<file path="config.mk">
export PLATFORM = sky130hd
export DESIGN_NAME = deskew_chain
export DESIGN_NICKNAME = d
export VERILOG_FILES = /design/src/rtl/deskew_lane.sv /design/src/rtl/deskew_chain.sv
export SDC_FILE = /design/constraint.sdc
export NUM_CORES = 1
export LEC_CHECK = 0
export CORE_MARGIN = 5
export CORE_UTILIZATION = 43
export DETAILED_ROUTE_END_ITERATION = 7
export PLACE_DENSITY = 0.69
export SLEW_MARGIN = 10
export SYNTH_ARGS = -nofsm -noshare
export SYNTH_HDL_FRONTEND = slang
export SYNTH_HIERARCHICAL = 1
export SYNTH_SLANG_ARGS = --single-unit
export TNS_END_PERCENT = 20
</file>
<file path="constraint.sdc">
create_clock -name clk -period 1.8 [get_ports clk]
set_input_delay 0.18 -clock clk [delete_from_list [all_inputs] [get_ports clk]]
set_output_delay 0.18 -clock clk [all_outputs]
set_load 0.005 [all_outputs]
</file>
<file path="src/rtl/deskew_lane.sv">
// deskew_lane: one lane of the receive-side deskew chain.
// Delays the lane data and its valid bit by DLT cycles. DLT=0 degenerates to
// a pure wire, which the last lane of the chain uses.
//
// Ports:
//   clk    in   1    clock, rising edge
//   rst_n  in   1    asynchronous active-low reset (clears valid and data)
//   clr    in   1    synchronous flush of the valid bits only
//   xi     in   SDW  lane data in
//   vi     in   1    lane valid in
//   xo     out  SDW  lane data delayed by DLT cycles
//   vo     out  1    lane valid delayed by DLT cycles
module deskew_lane #(
    parameter int SDW = 8,
    parameter int DLT = 0
) (
    input  logic           clk,
    input  logic           rst_n,
    input  logic           clr,
    input  logic [SDW-1:0] xi,
    input  logic           vi,
    output logic [SDW-1:0] xo,
    output logic           vo
);

    generate
        if (DLT == 0) begin : g_wire
            // Zero-depth lane: nothing is registered, so the clock and reset
            // have no job here.
            logic unused_clk_rst;
            assign unused_clk_rst = clk ^ rst_n;

            // Gating the valid with clr here is harmless: the top already
            // forces vo low and suppresses mismatch detection while clr=1.
            assign xo = xi;
            assign vo = vi & ~clr;
        end else begin : g_pipe
            logic [SDW-1:0] d_p [DLT];
            logic [DLT-1:0] vld_p;

            always_ff @(posedge clk or negedge rst_n) begin
                if (!rst_n) begin
                    vld_p <= '0;
                    for (int k = 0; k < DLT; k++) begin
                        d_p[k] <= '0;
                    end
                end else begin
                    // Stage boundary: data shifts every cycle, valids are
                    // flushed by clr, including the bit entering this cycle.
                    d_p[0]   <= xi;
                    vld_p[0] <= vi & ~clr;
                    for (int k = 1; k < DLT; k++) begin
                        d_p[k]   <= d_p[k-1];
                        vld_p[k] <= vld_p[k-1] & ~clr;
                    end
                end
            end

            assign xo = d_p[DLT-1];
            assign vo = vld_p[DLT-1];
        end
    endgenerate

endmodule

</file>
<file path="src/rtl/deskew_chain.sv">
// deskew_chain: realigns a lane-staggered bus (lane i arriving i cycles after
// lane 0) so that every lane of a vector leaves on the same cycle. Lane i is
// delayed by DN-1-i cycles; total latency from lane 0 is DN-1 cycles. The
// per-lane valids are combined into one aligned valid, and a sticky flag
// records the first vector whose lane valids did not line up.
//
// Ports:
//   clk       in   1   clock, rising edge
//   rst_n     in   1   asynchronous active-low reset
//   xi        in   DW  skewed data, lane i = xi[SDW*i +: SDW]
//   vi        in   DN  skewed per-lane valids
//   clr       in   1   synchronous flush of in-flight valids and error state
//   xo        out  DW  aligned data (meaningful only while vo=1)
//   vo        out  1   aligned vector valid
//   err       out  1   sticky misalignment flag
//   err_mask  out  DN  aligned valid vector captured at the first error
module deskew_chain #(
    parameter int DW = 64,
    parameter int DN = 8
) (
    input  logic          clk,
    input  logic          rst_n,
    input  logic [DW-1:0] xi,
    input  logic [DN-1:0] vi,
    input  logic          clr,
    output logic [DW-1:0] xo,
    output logic          vo,
    output logic          err,
    output logic [DN-1:0] err_mask
);

    localparam int SDW = DW / DN;

    logic [DN-1:0] av;
    logic          mismatch;

    genvar i;
    generate
        for (i = 0; i < DN; i++) begin : g_lane
            deskew_lane #(
                .SDW (SDW),
                .DLT (DN - 1 - i)
            ) u_lane (
                .clk   (clk),
                .rst_n (rst_n),
                .clr   (clr),
                .xi    (xi[SDW*i +: SDW]),
                .vi    (vi[i]),
                .xo    (xo[SDW*i +: SDW]),
                .vo    (av[i])
            );
        end
    endgenerate

    // Output stage: a vector is valid only when every lane's delayed valid
    // is set; a partial set is a misalignment.
    assign vo       = (&av) & ~clr;
    assign mismatch = (|av) & ~(&av) & ~clr;

    // Only the first mismatch is recorded; later ones leave err_mask alone
    // until clr or reset.
    always_ff @(posedge clk or negedge rst_n) begin
        if (!rst_n) begin
            err      <= 1'b0;
            err_mask <= '0;
        end else if (clr) begin
            err      <= 1'b0;
            err_mask <= '0;
        end else if (mismatch && !err) begin
            err      <= 1'b1;
            err_mask <= av;
        end
    end

endmodule

</file>
==> key figures <==
Critical path
  • R2r worst-path depth: 5
  • RR Endpoint: err_mask[5]$_DFFE_PN0P_
  • Critical path's largest stage delay: 0.57 ns
  • Critical path buffers and inverters: 1
  • Reg2reg start: g_lane[1].u_lane/g_pipe.vld_p[5]$_DFF_PN0_
  • Worst EP required: ~1.6 ns
  • Worst Setup EP: err
  • R2r setup slk: about 0.27 ns
  • Crit path arrival time: around 1.5 ns
  • Kind of critical path: register to output pin
  • CP max stage cell: clkdlybuf4s50_1
  • Worst Path Max Fanout: 4
  • CP Depth: 1
  • Worst setup EP type: output pin
  • Cell Chain, Critical Path: clkdlybuf4s50_1
  • Worst setup SP type: register
  • CP top delay family: buffers and inverters
  • Crit path from: err$_DFFE_PN0P_

Power and ir drop
  • Internal power: around 10 mW
  • Switch share: about a fifth
  • PD cells: around 1300 nW/um2
  • Leakage power: 4.328 nW
  • Max IR drop VDD: 0.7646 mV
  • Combinational Power Share: 3.9%
  • Total power: about 13 mW
  • Sequential power share: approximately half
  • Switch Pwr: about 2.4 mW
  • Clock power share: between 40% and 50%

Drt
  • Detailed Routing Iterations Pass 1: 4
  • DR iter-0 viols: 112
  • Drt total wl: between 10 and 15 mm
  • Via count: slightly above 3000
  • DR vias/cell: roughly 4.2
  • DR DRC count: 0
  • Post-detailed-route wirelength per cell: roughly 14 um
  • Antenna-violating nets left: 0

Yosys
  • Synth Area in Simple Gates: about 3.6%
  • Post-Synth Adder-Cell Area: 0%
  • Xor and xnor area share after synthesis: 0%
  • Area share of the largest cell type after synthesis: roughly nine tenths
  • Yosys reg bits: between 200 and 300
  • Synth warnings: 6
  • Mapped Avg Cell Area: around 20 um2
  • Seq/Total Area, Yosys: ~89%
  • Synth cell types: 14
  • Synthesized area: 7312 um2
  • Compound-gate portion of the synthesized area: roughly 1.3%
  • Mux contribution to synthesized area: 0%
  • Top cell type by total area after synthesis: dfrtp_1
  • Mapped Cells: roughly 370
  • Area contributors post-synth: dfrtp_1 89%, buf_4 5.7%, nor2b_1 2.3%, a22o_1 0.96%, nor2b_4 0.38%
  • Largest family of logic cells by synthesized area: buffers and inverters
  • Syn nets: about 440

STA
  • Clk_skew: approximately 0.010 ns
  • Worst slew pin tran: 0.4064 ns
  • Final Hold Vio Count: 0
  • Tmin final: about 1.7 ns
  • Slew headroom: roughly 73%
  • Hold slack: between 0.1 and 0.15 ns
  • Fmax: roughly 590 MHz
  • Setup Viol. Count Final: 0
  • Crit share post-route: about 94%
  • Unrepaired setup endpoints after global routing: no
  • Final setup margin: approximately 0.11 ns
  • Final Max Slew Viols: 0

Clocking
  • Worst-path clk slew: 0.06 ns
  • # H-tree levels: 1
  • Clk sinks: between 200 and 300
  • Max Root-Sink Buffers: 3
  • Clk root buf: clkbuf_16
  • TritonCTS clock tree: built
  • Clock insertion delay at the later pin of the skew report: between 0.5 and 0.6 ns
  • CTS buffer count: 26

Place
  • Placement Setup Slack: -0.1938 ns
  • Placed cell areas: approximately 8600 um2
  • Port bufs: approximately 130
  • DP Wirelength: approximately 6.5 mm
  • Gpl congestion: about 0.79

Floorplanning
  • I/O pin cnt: 149
  • Row count: 47
  • Die Span X: 140.4 um
  • Die area: approximately 20000 um2
  • Die H: 140.4 um
  • Initial Util: 43.94%
  • Core ar.: ~17000 um2

Flow run
  • Max cap viols: 0

Finish
  • Most common cell after layout, fill and taps aside: dfrtp_1
  • Most frequent cells in the layout: 261 x dfrtp_1, 130 x clkdlybuf4s50_1, 27 x clkbuf_16, 27 x nor2b_1
  • Antenna cells: 0
  • Post-route core utilization: between 50 and 60%
  • Share of cells above drive strength 1: 12.95%
  • Synth-to-Final Area Change: 31.78%
  • Final instance area: between 9000 and 10000 um2
  • Net count, final: about 560

Status
  • Status: finished clean

Hold path
  • Worst hold path type: input port to register

Global routing
  • Grt ovf: 0
  • Vias in the first global route: 3408
  • Antenna violations before repair: 0
  • All-Layer GR Usage: about 11%
  • Largest net degree at the start of global routing: a little under 80
  • Global-route wire length before repair: between 15 and 20 mm
[area by class of cell]
class	count	area [um2]
inverters	1	3.754
repair buffers	144	1451
multi-input cells	48	356.6
fillers	1239	7007
clock buffers	36	789.5
flip-flops and latches	261	6531
clock inverters	12	227.7
well taps	220	275.3
[through the flow]
step | TNS [ns] | instances
detailed placement | -0.7554 | 670
global route | 0 | 722
CTS | 0 | 722
floorplan | 0 | 366
global placement | -0.1098 | 670
finish | 0 | 722
[sequential cells by signal, summed over array words and instances, names as in the netlist]
register	cells
g_lane.u_lane/vo	1
err	1
err_mask	8
g_lane.u_lane/g_pipe.d_p	168
g_lane.u_lane/g_pipe.vld_p	27
g_lane.u_lane/xo	56
[worst min path at each step]
stage	start	endpoint	cells after the start
CTS	xi[13]	g_lane[1].u_lane/g_pipe.d_p[45]$_DFF_PN0_	1
global placement	rst_n	g_lane[3].u_lane/g_pipe.d_p[25]$_DFF_PN0_	1
floorplan	rst_n	err$_DFFE_PN0P_	0
finish	xi[13]	g_lane[1].u_lane/g_pipe.d_p[45]$_DFF_PN0_	1
global route	xi[27]	g_lane[3].u_lane/g_pipe.d_p[27]$_DFF_PN0_	1
detailed placement	rst_n	g_lane[5].u_lane/g_pipe.d_p[10]$_DFF_PN0_	1
[logic make-up (layout without fill, tap and decap cells)]
logic type | Yosys count | after routing
AOI/OAI and AO/OA | 10 | 10
buffers and inverters | 57 | 193
DFF | 261 | 261
and+or+nand+nor | 38 | 38
[power groups by stage]
stage | registers, mW | clock network [mW] | logic (mW)
6_report | 6.22 | 6.03 | 0.491
5_1_grt | 6.25 | 6.49 | 0.543
4_1_cts | 6.23 | 6.23 | 0.508
3_5_place_dp | 6.33 | 0 | 0.502
3_3_place_gp | 6.32 | 0 | 0.487
2_1_floorplan | 6.31 | 0 | 0.141
[Yosys cell counts, drive strengths merged]
master / n
buf: 56
nor2b: 29
a22o: 8
a31oi: 1
inv: 1
nor2: 2
a21oi: 1
or2: 1
nor3b: 1
nor4: 2
dfrtp: 261
nand4: 2
nand2: 1
[metal layers]
metal  share of wire, %  global-route usage [%]
met5                  0                       0
met4                3.7                   4.437
met3                7.5                   3.613
met2                 51                   17.74
met1                 37                   13.26
[what timing repair did]
action / in CTS / in global routing
buffers inserted: 3 / 0
resized for setup: 4 / 0
hold endpoints to repair: 261 / 0
endpoints found under the setup margin: 1 / 0
hold buffers: 1 / 0
(Power assumes the default switching activity.)
